$ cat config.mk
export PLATFORM = sky130hd
export DESIGN_NAME = mem_arbiter_flat
export DESIGN_NICKNAME = d
export VERILOG_FILES = /design/src/rtl/mem_arb_pkg.sv /design/src/rtl/mem_arb_if.sv /design/src/rtl/mem_arb_age_counter.sv /design/src/rtl/mem_arbiter.sv /design/src/flat_wrapper.sv
export SDC_FILE = /design/constraint.sdc
export NUM_CORES = 1
export LEC_CHECK = 0
export BUFFER_PORTS_ARGS = -buffer_cell sky130_fd_sc_hd__clkbuf_2
export CAP_MARGIN = 40
export CORE_MARGIN = 2
export CORE_UTILIZATION = 40
export CTS_CLUSTER_DIAMETER = 150
export DETAILED_ROUTE_END_ITERATION = 8
export GPL_ROUTABILITY_DRIVEN = 0
export PLACE_DENSITY_LB_ADDON = 0.2
export SYNTH_ARGS = -nofsm -noshare
export SYNTH_HDL_FRONTEND = slang
export SYNTH_HIERARCHICAL = 1
export SYNTH_SLANG_ARGS = --single-unit
export TNS_END_PERCENT = 100
$ cat constraint.sdc
create_clock -name clk -period 1.51 [get_ports clk]
set_input_delay 0.2265 -clock clk [delete_from_list [all_inputs] [get_ports clk]]
set_output_delay 0.2265 -clock clk [all_outputs]
set_load 0.05 [all_outputs]
$ cat src/rtl/mem_arb_pkg.sv
`timescale 1ns/1ps
`default_nettype none
// ============================================================================
// Module   : mem_arb_pkg
// Brief    : Shared types and constants for the unified-memory arbiter.
// Revision : 1.0 - initial release
// ============================================================================
package mem_arb_pkg;

    typedef enum logic [1:0] {
        IDLE   = 2'd0,
        ACCESS = 2'd1,
        RESP   = 2'd2
    } arb_state_t;

    typedef enum logic {
        REQ_IF = 1'b0,
        REQ_D  = 1'b1
    } req_id_t;

    localparam int WORD_BYTES = 4;
    localparam int DATA_W     = 8 * WORD_BYTES;

    // Request fields captured at grant; the word address is held separately
    // because its width depends on the arbiter's ADDR_W parameter.
    typedef struct packed {
        req_id_t               id;
        logic                  we;
        logic [DATA_W-1:0]     wdata;
        logic [WORD_BYTES-1:0] wstrb;
    } req_t;

    function automatic logic [WORD_BYTES-1:0] write_mask(
        input logic                  we,
        input logic [WORD_BYTES-1:0] wstrb
    );
        return we ? wstrb : '0;
    endfunction

endpackage : mem_arb_pkg
`default_nettype wire

$ cat src/rtl/mem_arb_if.sv
`timescale 1ns/1ps
`default_nettype none
// ============================================================================
// Module   : mem_arb_if
// Brief    : Fetch, load/store and memory-side signal bundle of the arbiter.
// Revision : 1.0 - initial release
// ============================================================================
interface mem_arb_if #(
    parameter int ADDR_W = 10
) ();

    logic              if_req_valid;
    logic [31:0]       if_addr;
    logic              if_req_ready;
    logic              if_rsp_valid;
    logic [31:0]       if_rdata;

    logic              d_req_valid;
    logic [31:0]       d_addr;
    logic              d_we;
    logic [31:0]       d_wdata;
    logic [3:0]        d_wstrb;
    logic              d_req_ready;
    logic              d_rsp_valid;
    logic [31:0]       d_rdata;

    logic              mem_en;
    logic [3:0]        mem_we;
    logic [ADDR_W-1:0] mem_addr;
    logic [31:0]       mem_wdata;
    logic [31:0]       mem_rdata;

    // Arbiter view
    modport slave (
        input  if_req_valid, if_addr,
        output if_req_ready, if_rsp_valid, if_rdata,
        input  d_req_valid, d_addr, d_we, d_wdata, d_wstrb,
        output d_req_ready, d_rsp_valid, d_rdata,
        output mem_en, mem_we, mem_addr, mem_wdata,
        input  mem_rdata
    );

    // Requester and memory view
    modport master (
        output if_req_valid, if_addr,
        input  if_req_ready, if_rsp_valid, if_rdata,
        output d_req_valid, d_addr, d_we, d_wdata, d_wstrb,
        input  d_req_ready, d_rsp_valid, d_rdata,
        input  mem_en, mem_we, mem_addr, mem_wdata,
        output mem_rdata
    );

endinterface : mem_arb_if
`default_nettype wire

$ cat src/rtl/mem_arb_age_counter.sv
`timescale 1ns/1ps
`default_nettype none
// ============================================================================
// Module   : mem_arb_age_counter
// Brief    : Saturating count of lost IF arbitrations; raises o_force at limit.
// Revision : 1.0 - initial release
// ============================================================================
module mem_arb_age_counter #(
    parameter int AGE_LIMIT = 4,
    parameter int AGE_W     = 3
) (
    input  wire logic             clk,
    input  wire logic             reset,
    input  wire logic             i_inc,
    input  wire logic             i_clr,
    output logic      [AGE_W-1:0] o_age,
    output logic                  o_force
);

    generate
        if (AGE_LIMIT == 0) begin : g_pure_priority
            logic w_unused_inputs;
            assign w_unused_inputs = ^{clk, reset, i_inc, i_clr};
            assign o_age   = '0;
            assign o_force = 1'b0;
        end else begin : g_aging
            localparam logic [AGE_W-1:0] c_LIMIT = AGE_W'(AGE_LIMIT);
            logic [AGE_W-1:0] r_age;

            always_ff @(posedge clk) begin
                if (!reset) begin
                    r_age <= '0;
                end else if (i_clr) begin
                    r_age <= '0;
                end else if (i_inc && (r_age != c_LIMIT)) begin
                    r_age <= r_age + 1'b1;
                end
            end

            assign o_age   = r_age;
            assign o_force = (r_age >= c_LIMIT);
        end
    endgenerate

endmodule : mem_arb_age_counter
`default_nettype wire

$ cat src/rtl/mem_arbiter.sv
`timescale 1ns/1ps
`default_nettype none
// ============================================================================
// Module   : mem_arbiter
// Brief    : Single-outstanding arbiter sharing unified memory between IF and D.
// Revision : 1.0 - initial release
// ============================================================================
module mem_arbiter
    import mem_arb_pkg::*;
#(
    parameter int ADDR_W      = 10,
    parameter int MEM_LATENCY = 1,
    parameter int AGE_LIMIT   = 4
) (
    input wire logic  clk,
    input wire logic  reset,
    mem_arb_if.slave  bus
);

    localparam int c_LAT_W = $clog2(MEM_LATENCY + 1);
    localparam int c_AGE_W = (AGE_LIMIT > 0) ? $clog2(AGE_LIMIT + 1) : 1;
    localparam logic [c_LAT_W-1:0] c_LAT_LAST = c_LAT_W'(MEM_LATENCY);
    localparam logic [c_LAT_W-1:0] c_LAT_ONE  = c_LAT_W'(1);

    arb_state_t          r_state;
    arb_state_t          w_state_nxt;
    req_t                r_req;
    logic [ADDR_W-1:0]   r_word_addr;
    logic [c_LAT_W-1:0]  r_lat_cnt;
    logic [DATA_W-1:0]   r_if_rdata;
    logic [DATA_W-1:0]   r_d_rdata;

    logic                w_grant_if;
    logic                w_grant_d;
    logic                w_lat_done;
    logic                w_age_inc;
    logic                w_age_force;
    logic [c_AGE_W-1:0]  w_age;
    logic                w_unused_addr_bits;

    // Byte offset and bits above the memory depth are intentionally dropped.
    assign w_unused_addr_bits = ^{bus.if_addr, bus.d_addr};

    // ------------------------------------------------------------------
    // Arbitration: D wins unless IF has aged past the limit.
    // ------------------------------------------------------------------
    always_comb begin
        w_grant_if = 1'b0;
        w_grant_d  = 1'b0;
        if (reset && (r_state == IDLE)) begin
            if (bus.d_req_valid && !(bus.if_req_valid && w_age_force)) begin
                w_grant_d = 1'b1;
            end else if (bus.if_req_valid) begin
                w_grant_if = 1'b1;
            end
        end
    end

    assign w_age_inc  = reset && (r_state == IDLE) && bus.if_req_valid && !w_grant_if;
    assign w_lat_done = (r_lat_cnt == c_LAT_LAST);

    mem_arb_age_counter #(
        .AGE_LIMIT (AGE_LIMIT),
        .AGE_W     (c_AGE_W)
    ) u_age (
        .clk     (clk),
        .reset   (reset),
        .i_inc   (w_age_inc),
        .i_clr   (w_grant_if),
        .o_age   (w_age),
        .o_force (w_age_force)
    );

    // ------------------------------------------------------------------
    // FSM next state and outputs
    // ------------------------------------------------------------------
    always_comb begin
        w_state_nxt      = r_state;
        bus.if_req_ready = w_grant_if;
        bus.d_req_ready  = w_grant_d;
        bus.if_rsp_valid = 1'b0;
        bus.d_rsp_valid  = 1'b0;
        bus.if_rdata     = r_if_rdata;
        bus.d_rdata      = r_d_rdata;
        bus.mem_en       = 1'b0;
        bus.mem_we       = '0;
        bus.mem_addr     = r_word_addr;
        bus.mem_wdata    = r_req.wdata;

        case (r_state)
            IDLE: begin
                if (w_grant_if || w_grant_d) begin
                    w_state_nxt = ACCESS;
                end
            end
            ACCESS: begin
                bus.mem_en = 1'b1;
                bus.mem_we = write_mask(r_req.we, r_req.wstrb);
                if (w_lat_done) begin
                    w_state_nxt = RESP;
                end
            end
            RESP: begin
                bus.if_rsp_valid = (r_req.id == REQ_IF);
                bus.d_rsp_valid  = (r_req.id == REQ_D);
                w_state_nxt      = IDLE;
            end
            default: begin
                w_state_nxt = IDLE;
            end
        endcase
    end

    // ------------------------------------------------------------------
    // State, request latch, latency counter and response data
    // ------------------------------------------------------------------
    always_ff @(posedge clk) begin
        if (!reset) begin
            r_state     <= IDLE;
            r_req       <= '0;
            r_word_addr <= '0;
            r_lat_cnt   <= '0;
            r_if_rdata  <= '0;
            r_d_rdata   <= '0;
        end else begin
            r_state <= w_state_nxt;

            if (w_grant_d) begin
                r_req       <= '{id: REQ_D, we: bus.d_we, wdata: bus.d_wdata, wstrb: bus.d_wstrb};
                r_word_addr <= bus.d_addr[ADDR_W+1:2];
                r_lat_cnt   <= c_LAT_ONE;
            end else if (w_grant_if) begin
                r_req       <= '{id: REQ_IF, we: 1'b0, wdata: '0, wstrb: '0};
                r_word_addr <= bus.if_addr[ADDR_W+1:2];
                r_lat_cnt   <= c_LAT_ONE;
            end else if ((r_state == ACCESS) && !w_lat_done) begin
                r_lat_cnt <= r_lat_cnt + 1'b1;
            end

            // Stores return zero data; the data registers otherwise hold.
            if ((r_state == ACCESS) && w_lat_done) begin
                if (r_req.id == REQ_IF) begin
                    r_if_rdata <= bus.mem_rdata;
                end else begin
                    r_d_rdata <= r_req.we ? '0 : bus.mem_rdata;
                end
            end
        end
    end

endmodule : mem_arbiter
`default_nettype wire

$ cat src/flat_wrapper.sv
// flat-port wrapper written by rule: the top's interface ports become plain ports
module mem_arbiter_flat import mem_arb_pkg::*;
#(
    parameter int ADDR_W      = 10,
    parameter int MEM_LATENCY = 1,
    parameter int AGE_LIMIT   = 4
)
  (clk, reset, bus_if_req_valid, bus_if_addr, bus_if_req_ready, bus_if_rsp_valid, bus_if_rdata, bus_d_req_valid, bus_d_addr, bus_d_we, bus_d_wdata, bus_d_wstrb, bus_d_req_ready, bus_d_rsp_valid, bus_d_rdata, bus_mem_en, bus_mem_we, bus_mem_addr, bus_mem_wdata, bus_mem_rdata);
  mem_arb_if #(.ADDR_W(ADDR_W)) bus_i ();
  input wire logic clk;
  input wire logic reset;
  input wire logic [$bits(bus_i.if_req_valid)-1:0] bus_if_req_valid;
  input wire logic [$bits(bus_i.if_addr)-1:0] bus_if_addr;
  output wire logic [$bits(bus_i.if_req_ready)-1:0] bus_if_req_ready;
  output wire logic [$bits(bus_i.if_rsp_valid)-1:0] bus_if_rsp_valid;
  output wire logic [$bits(bus_i.if_rdata)-1:0] bus_if_rdata;
  input wire logic [$bits(bus_i.d_req_valid)-1:0] bus_d_req_valid;
  input wire logic [$bits(bus_i.d_addr)-1:0] bus_d_addr;
  input wire logic [$bits(bus_i.d_we)-1:0] bus_d_we;
  input wire logic [$bits(bus_i.d_wdata)-1:0] bus_d_wdata;
  input wire logic [$bits(bus_i.d_wstrb)-1:0] bus_d_wstrb;
  output wire logic [$bits(bus_i.d_req_ready)-1:0] bus_d_req_ready;
  output wire logic [$bits(bus_i.d_rsp_valid)-1:0] bus_d_rsp_valid;
  output wire logic [$bits(bus_i.d_rdata)-1:0] bus_d_rdata;
  output wire logic [$bits(bus_i.mem_en)-1:0] bus_mem_en;
  output wire logic [$bits(bus_i.mem_we)-1:0] bus_mem_we;
  output wire logic [$bits(bus_i.mem_addr)-1:0] bus_mem_addr;
  output wire logic [$bits(bus_i.mem_wdata)-1:0] bus_mem_wdata;
  input wire logic [$bits(bus_i.mem_rdata)-1:0] bus_mem_rdata;
  assign bus_i.if_req_valid = bus_if_req_valid;
  assign bus_i.if_addr = bus_if_addr;
  assign bus_if_req_ready = bus_i.if_req_ready;
  assign bus_if_rsp_valid = bus_i.if_rsp_valid;
  assign bus_if_rdata = bus_i.if_rdata;
  assign bus_i.d_req_valid = bus_d_req_valid;
  assign bus_i.d_addr = bus_d_addr;
  assign bus_i.d_we = bus_d_we;
  assign bus_i.d_wdata = bus_d_wdata;
  assign bus_i.d_wstrb = bus_d_wstrb;
  assign bus_d_req_ready = bus_i.d_req_ready;
  assign bus_d_rsp_valid = bus_i.d_rsp_valid;
  assign bus_d_rdata = bus_i.d_rdata;
  assign bus_mem_en = bus_i.mem_en;
  assign bus_mem_we = bus_i.mem_we;
  assign bus_mem_addr = bus_i.mem_addr;
  assign bus_mem_wdata = bus_i.mem_wdata;
  assign bus_i.mem_rdata = bus_mem_rdata;
  mem_arbiter #(.ADDR_W(ADDR_W), .MEM_LATENCY(MEM_LATENCY), .AGE_LIMIT(AGE_LIMIT)) u_core (.clk(clk), .reset(reset), .bus(bus_i));
endmodule
== Yosys cells after proc, flatten, opt, wreduce, memory -nomap -nowiden ==
Index checks and enable logic that the tools add are counted.
Widths: inputs -> output; s select.
Cells by class
  add/subtract/negate cells: 2
  $mul: 0
  divide/modulo/power cells: 0
  magnitude comparators: 1
  eq/ne operators: 5
  shift-type cells: 0
  muxes and demuxes: 21
  bitwise gates (word level): 2
  reductions and logical operators: 19
Operator list (number)
  $mux 38: 2
  $mux 32: 1
  $mux 10: 2
  $mux 1: 11
  $logic_and 1x1->1: 8
  $mux 4: 2
  $reduce_and 2->1: 3
  $mux 2: 2
  $pmux 2 s2: 1
  $add 3x1->3 const B: 1
  $ge 3x3->1 const B: 1
  $logic_not 1->1: 3
  $ne 3x3->1 const B: 1
  $reduce_bool 3->1: 1
  $eq 2x1->1 const B: 1
  $eq 2x2->1 const B: 1
  $logic_not 2->1: 1
  $ne 2x1->1 const B: 1
  $ne 2x2->1 const B: 1
  $not 1->1: 2
  $reduce_bool 2->1: 1
  $reduce_or 2->1: 1
  $add 1x1->1 const B: 1
  $logic_or 1x1->1: 1
Storage, ports and cells
  register bits after elaboration: 118
  bits in latches: 0
  RAM bits: 0
  memory bits (read-only): 0
  input port bits: 137
  output and inout port bits: 115
  logic and storage cells: 60
  memories: 0

== Logic depth before layout (Yosys ltp) ==
Gate-level depths: netlist (run 1).
  word-level depth: 9
  depth in mapped cells: 6
  depth with buffers taken out: 5

== Cells and area by module ==
Netlist (run 1), hierarchy kept.
Modules (own cells, without submodules)
  mem_arbiter: instances 1, cells each 576, area each 4735.8 um2, sequential area each 2302.2 um2
  mem_arb_age_counter: instances 1, cells each 18, area each 185.2 um2, sequential area each 60.1 um2

== Worst setup path after synthesis (run 1) ==
OpenSTA, ideal clock, no wires.
  kind: register to register
  start point: register u_core.r_state[0]
  end point: register u_core.u_age.g_aging.r_age[0], in the netlist u_core/u_age/o_age[0]
  setup time: 126 ps
  arrival time: 2069 ps
  required time: 1384 ps
  setup slack: -685 ps
  stages on the path, launching flop included: 7
  path buffers: 2
  clock period less this slack: 2195 ps
  cell sequence: dfxtp_1 > buf_2 > or3b_4 > clkbuf_1 > nor2_1 > or3b_1 > mux2i_1
Between the ends
  longest elaborated chain between the ends: 6
  elaborated cells on any way between the ends: 8
  classes of those cells: mux: 1; reduce/logical: 7
Ends and longest elaborated chain
  from (decl): RTL line mem_arbiter.sv:25  | arb_state_t r_state;
  from (signal assigned): RTL line mem_arbiter.sv:126  | r_state <= w_state_nxt;
  $logic_not 2->1 *: RTL line mem_arbiter.sv:50  | if (reset && (r_state == IDLE)) begin
  $logic_and 1x1->1 *: RTL line mem_arbiter.sv:50
  $mux 1 *: RTL line mem_arbiter.sv:50
  via bus_if_req_ready: RTL line flat_wrapper.sv:14  | output wire logic [$bits(bus_i.if_req_ready)-1:0] bus_if_req_ready;
  $logic_not 1->1: RTL line mem_arbiter.sv:59  | assign w_age_inc = reset && (r_state == IDLE) && bus.if_req_valid && !w_grant_if;
  $logic_and 1x1->1: RTL line mem_arbiter.sv:59
  $logic_and 1x1->1: RTL line mem_arb_age_counter.sv:35  | end else if (i_inc && (r_age != c_LIMIT)) begin
  to (signal assigned): RTL line mem_arb_age_counter.sv:36  | r_age <= r_age + 1'b1;
  to (decl): RTL line mem_arb_age_counter.sv:28  | logic [AGE_W-1:0] r_age;
Mark *: on every way through the listed nets, which the timed path passes. The rest lies on a longest branch.
A chain may end at the register's enable or synchronous reset.

== Worst setup path in the final report (run 1) ==
  start point: register u_core.r_state[0]
  end point: output bus_d_req_ready
Between the ends
  longest elaborated chain between the ends: 3
Ends and longest elaborated chain
  $logic_not 2->1: RTL line mem_arbiter.sv:50
  $logic_and 1x1->1: RTL line mem_arbiter.sv:50
  $mux 1: RTL line mem_arbiter.sv:50
  to (decl): RTL line flat_wrapper.sv:22  | output wire logic [$bits(bus_i.d_req_ready)-1:0] bus_d_req_ready;
Every way passes these cells.

==> results of run 1 <==
cells in the final DEF (no fill, tap or decap), drive strengths merged, types with 3 or more instances in the layout:
| master | netlist | layout |
|---|---|---|
| nand2 | 97 | 97 |
| nand3b | 35 | 35 |
| a21oi | 112 | 112 |
| nand3 | 47 | 47 |
| nor2 | 5 | 6 |
| o21ai | 48 | 48 |
| bufinv | 0 | 5 |
| inv | 4 | 3 |
| buf | 58 | 43 |
| clkbuf | 30 | 227 |
| dfxtp | 118 | 118 |
| a311oi | 10 | 10 |
| clkinv | 0 | 4 |
| and3 | 6 | 6 |
worst max-delay path: cells and delay by family (launching register included):
kind,cells,cell delay [ps]
buf+inv,1,150
flops,1,330
simple gates,2,560
area by class of cell:
class / instances / area (sq um)
multi-input combinational: 385 / 2271
timing repair buffer: 248 / 1712
inverter: 4 / 16.27
sequential: 118 / 2366
tap: 147 / 183.9
clock buffer: 22 / 474.2
fill: 1092 / 4816
clock inverter: 9 / 172.7
path summary, 6_finish.rpt:
check	startpoint	end	slack, ps	cells past startpoint
max	u_core/r_state[0]$_SDFFE_PN0P_	bus_d_req_ready	-160	3
min reg2reg	u_core/bus.d_rdata[16]$_SDFFE_PN0P_	u_core/bus.d_rdata[16]$_SDFFE_PN0P_	450	2
max reg2reg	u_core/r_state[0]$_SDFFE_PN0P_	u_core/bus.mem_addr[9]$_SDFFE_PN0P_	-120	6
min	bus_d_wdata[0]	u_core/bus.mem_wdata[0]$_SDFFE_PN0P_	50	3
registers in the layout (all words and copies together), names as in the netlist:
register              flops
u_core/r_req              6
u_core/u_age/o_age        3
u_core/bus.d_rdata       32
u_core/r_lat_cnt          1
u_core/bus.mem_addr      10
u_core/r_state            2
u_core/bus.if_rdata      32
u_core/bus.mem_wdata     32
repair_timing:
item,in CTS,in global routing
pin swaps,5,11
endpoints found under the hold margin,0,0
cloned,1,5
setup buffers,3,6
gates resized for setup,29,84
setup endpoints to repair,11,59
cell families (layout without fill, tap and decap cells):
family	count (synthesis)	in the layout
simple gates	204	205
compound gates	176	176
mux	2	2
flops	118	118
fa+ha+maj	2	2
buf+inv	92	283
metal layers:
metal / vias up / track usage (%) / part of all wire [%]
met5: - / 0 / 0
met4: 0 / 7.550 / 1.6
met1: 2328 / 26.50 / 42
met3: 19 / 8.487 / 8.4
met2: 194 / 34.27 / 48
li1: 2393 / - / -
power groups by stage:
stage | combinational [mW] | sequential (mW) | clock, mW
global placement | 1.15 | 3.36 | 0
floorplan | 0.635 | 3.55 | 0
finish | 1.37 | 3.31 | 4.40
detailed placement | 1.16 | 3.36 | 0
CTS | 1.20 | 3.30 | 4.46
global route | 1.46 | 3.32 | 4.63
==> flow_summary_export.csv, run 1 <==
group,metric,value,unit
status,status,"complete, but fails checks",
status,violations,"setup timing",
placed_design,dp_slack,13.62,ps
cells_and_area,n_antenna_cell,0,
setup_path,end_kind,"primary output",
detailed_routing,vias,4934,
yosys,async_flop_share,0,%
clock_tree,htreeDepth,4,
clock_tree,clk_latency,410,ps
yosys,synth_adder_area_share,0.5085,%
clock_tree,path_clk_slew,50,ps
yosys,syn_area,0.004921,sq mm
setup_path,cp.required,1280,ps
floorplanning,fp.dieW,114.9,microns
floorplanning,rows,40,
placed_design,place.detailed.instances,887,
cells_and_area,finalInstanceArea,0.007196,sq mm
grt,grt_max_degree,53,
detailed_routing,routed_via_density,5.288,
yosys,synth.avg_cell_area,8.284,sq um
cells_and_area,nets,913,
clock_tree,cts_buffers,17,
power_and_ir_drop,pwr-share-clk,48.4,%
yosys,ys_seq_elements,118,
floorplanning,coreArea,0.01201,sq mm
sta,relSlewSlack,77.77,%
yosys,yosys-top-cells-area,"dfxtp_1 48%, a21oi_1 11%, nand2_1 7.4%",
clock_tree,ctsLongestPathBuffers,2,
detailed_routing,drc,0,
sta,slew_viol_final,0,
flow_run,drv_cap,0,
yosys,synth_cell_types,37,
yosys,synth_compound_area_share,19.07,%
detailed_routing,drt-initial-drc-count,322,
yosys,synth_cells,594,
yosys,synth_xor_area_share,0,%
grt,grt_use_total,21.50,%
floorplanning,io_pins,252,
yosys,synth_edf_count,0,
grt,antenna_found_initial,0,
floorplanning,die_h,114.9,microns
yosys,ys_warn_count,6,
yosys,syn_nets,733,
setup_path,worstPathCellList,"or3b_4 > nor2_4 > buf_8",
power_and_ir_drop,p_switching,2.311,mW
yosys,yosys.area.top_type,"dfxtp_1",
yosys,synth_top_family_by_area,"simple AND/OR/NAND/NOR gates",
yosys,synth-simple-area-share,21.56,%
power_and_ir_drop,seq_power_share,36.5,%
cells_and_area,drive_above_1_share,41.98,%
grt,grt_pass1_wl,22470,microns
power_and_ir_drop,internal_power,6.768,mW
placed_design,dpl_cell_area,0.006006,sq mm
power_and_ir_drop,pwr-share-comb,15.1,%
yosys,synth-main-ff-cell,"dfxtp_1",
sta,max_slew.worst_pin.slew,329.9,ps
floorplanning,start_util,40.97,%
setup_path,path_max_fanout,3,
yosys,synth_seq_area_share,48.00,%
yosys,synth_mux_area_share,0.4068,%
sta,fin_crit_sh,110.8,%
placed_design,hpwl,9614,microns
sta,skew,6.566,ps
setup_path,critPathKind,"flip-flop to primary output",
yosys,yosysTopAreaCellShare,48.00,%
min_path,hold_class,"input port to flip-flop",
power_and_ir_drop,switching_share,25.45,%
detailed_routing,wl_per_cell,16.08,microns
sta,fmax,597.6,MHz
grt,first_global_vias,4619,
clock_tree,cts_sinks,118,
clock_tree,cts_tree,"done",
sta,rsz0062_at_grt,"yes",
sta,layout_setup_ws,-163.5,ps
cells_and_area,fin_util,59.91,%
setup_path,slowest_delay,440,ps
sta,holdWs,47.43,ps
cells_and_area,stdcell_count,933,
power_and_ir_drop,cellLeakagePower,2.986,nW
setup_path,cp_slowest_cell,"or3b_4",
floorplanning,die_area,0.01321,sq mm
power_and_ir_drop,p_total,9.079,mW
detailed_routing,drtAntennaViolNets,0,
power_and_ir_drop,pwr_density_cell,1262,mW/mm^2
grt,grt-ovfl-total,0,
power_and_ir_drop,vdd_drop_max,0.7560,mV
sta,hold_viol_final,0,
setup_path,arrival,1450,ps
cells_and_area,syn2layout_area_growth,46.22,%
sta,fin_tns_setup,-3301,ps
sta,setup_viol,51,
yosys,synth_common_cells,"118 x dfxtp_1, 112 x a21oi_1, 97 x nand2_1",
detailed_routing,wl,15000,microns
clock_tree,cts_root_buf,"clkbuf_16",
clock_tree,holdBufCountCts,0,
sta,fin_crit,1673,ps
setup_path,startpoint_type,"flip-flop",
placed_design,portBuffers,207,
detailed_routing,first_pass_iters,5,
yosys,yosysMostFrequentCell,"dfxtp_1",
Note: power is estimated with default switching activity, not from simulation.
==> run 2, diff against run 1 <==
--- a/config.mk
+++ b/config.mk
@@ -12,6 +12,7 @@
 export CTS_CLUSTER_DIAMETER = 150
 export DETAILED_ROUTE_END_ITERATION = 8
 export GPL_ROUTABILITY_DRIVEN = 0
+export MAX_ROUTING_LAYER = met4
 export PLACE_DENSITY_LB_ADDON = 0.2
 export SYNTH_ARGS = -nofsm -noshare
 export SYNTH_HDL_FRONTEND = slang
==> flow_summary_export.csv, run 2 (synthesis results as in run 1) <==
group,metric,value,unit
status,status,"complete, but fails checks",
status,violations,"setup timing",
clock_tree,cts_root_buf,"clkbuf_16",
power_and_ir_drop,vdd_drop_max,0.7603,mV
grt,grt_use_total,22.19,%
sta,fmax,595.5,MHz
setup_path,cpLargestDelayFamily,"simple AND/OR/NAND/NOR gates",
floorplanning,fp.dieW,114.9,microns
grt,grt-ovfl-total,0,
clock_tree,clk_latency,410,ps
sta,rsz0062_at_grt,"yes",
sta,setup_viol,51,
setup_path,startpoint_type,"flip-flop",
setup_path,path_buf_inv,1,
setup_path,slowest_delay,440,ps
cells_and_area,syn2layout_area_growth,46.78,%
setup_path,critPathKind,"flip-flop to primary output",
cells_and_area,drive_above_1_share,42.44,%
setup_path,cp_slowest_cell,"or3b_4",
power_and_ir_drop,p_total,9.087,mW
floorplanning,die_h,114.9,microns
clock_tree,cts_tree,"done",
clock_tree,cts_buffers,17,
cells_and_area,n_antenna_cell,0,
grt,antenna_found_initial,0,
cells_and_area,layout_common_cells,"198 x clkbuf_2, 115 x dfxtp_1, 108 x a21oi_1",
sta,skew,10.81,ps
sta,layout_setup_ws,-169.2,ps
sta,relSlewSlack,78.01,%
floorplanning,coreArea,0.01201,sq mm
clock_tree,cts_sinks,118,
setup_path,end_kind,"primary output",
detailed_routing,wl_per_cell,16.19,microns
sta,fin_crit_sh,111.2,%
floorplanning,io_pins,252,
floorplanning,die_area,0.01321,sq mm
detailed_routing,drc,0,
detailed_routing,drt-initial-drc-count,314,
grt,grt_pass1_wl,22430,microns
min_path,whs_path_depth,3,
sta,max_slew.worst_pin.slew,326.4,ps
cells_and_area,fillers,1089,
sta,fin_crit,1679,ps
floorplanning,rows,40,
power_and_ir_drop,pwr_density_cell,1258,mW/mm^2
detailed_routing,vias,4934,
clock_tree,path_clk_slew,50,ps
placed_design,hpwl,9614,microns
cells_and_area,seq_area,0.002366,sq mm
power_and_ir_drop,cellLeakagePower,2.995,nW
min_path,hold_class,"input port to flip-flop",
floorplanning,start_util,40.97,%
flow_run,drv_cap,0,
setup_path,arrival,1450,ps
grt,grt_max_degree,53,
sta,slew_viol_final,0,
clock_tree,holdBufCountCts,0,
setup_path,cp.depth,3,
clock_tree,htreeDepth,4,
placed_design,dp_slack,13.62,ps
clock_tree,ctsLongestPathBuffers,2,
sta,fin_tns_setup,-3412,ps
detailed_routing,drtAntennaViolNets,0,
setup_path,r2r_cells,6,
grt,first_global_vias,4624,
detailed_routing,wl,15130,microns
cells_and_area,multi_input_area,0.002283,sq mm
placed_design,portBuffers,207,
sta,hold_viol_final,0,
setup_path,path_max_fanout,3,
setup_path,cp.required,1280,ps
sta,holdWs,44.81,ps
cells_and_area,nets,914,
detailed_routing,first_pass_iters,6,
setup_path,worstPathCellList,"or3b_4 > nor2_4 > buf_8",
detailed_routing,routed_via_density,5.283,
cells_and_area,layout_commonest_cell,"clkbuf_2",
run 2: cell count changes in the layout (fill, tap and decap cells not counted), sizes merged:
cell / previous run / this run
buf: 43 / 44
run 2: final cells by class:
cell class / instances / share of cell area, %
Inverter: 4 / 0.2252
Clock inverter: 9 / 2.390
Timing Repair Buffer: 249 / 23.90
Tap cell: 147 / 2.546
Clock buffer: 22 / 6.565
Multi-Input combinational cell: 385 / 31.61
Sequential cell: 118 / 32.76
run 2: per-stage QoR:
step | std cells | utilization, % | instance area [sq um]
after detailed placement | 887 | 50.00 | 6006
after global routing | 934 | 60.14 | 7223
final | 934 | 60.14 | 7223
after floorplan | 594 | - | 4964
after global placement | 887 | 50.00 | 6006
after CTS | 922 | 56.75 | 6817
run 2: path summary, 6_finish.rpt:
kind / from / end / slack (ps)
min reg2reg: u_core/bus.d_rdata[16]$_SDFFE_PN0P_ / u_core/bus.d_rdata[16]$_SDFFE_PN0P_ / 450
min: bus_d_wstrb[3] / u_core/r_req[3]$_SDFFE_PN0P_ / 40
max: u_core/r_state[0]$_SDFFE_PN0P_ / bus_d_req_ready / -170
max reg2reg: u_core/r_state[0]$_SDFFE_PN0P_ / u_core/bus.mem_addr[9]$_SDFFE_PN0P_ / -130
run 2: metal layers:
metal  wire (microns)  GRT usage (%)
met1             6423          27.06
met3             1138          7.011
met2             7281          34.20
met4              281          8.755
met5                0              -
run 2: power by group:
group          internal [mW]  total, mW  switching [mW]
clock                   3.04       4.39            1.35
sequential              3.24       3.31          0.0779
combinational          0.498       1.38           0.883
run 2: worst min-delay path, cell delays in order:
cell and delay, ps:
clkbuf_2 80, nand3_1 50, a21oi_1 50
run 2: what timing repair did:
item | in CTS | in global routing
pin swaps | 5 | 11
gates cloned | 1 | 5
buffers inserted | 3 | 7
gates resized for setup | 29 | 89
setup endpoints to repair | 11 | 59
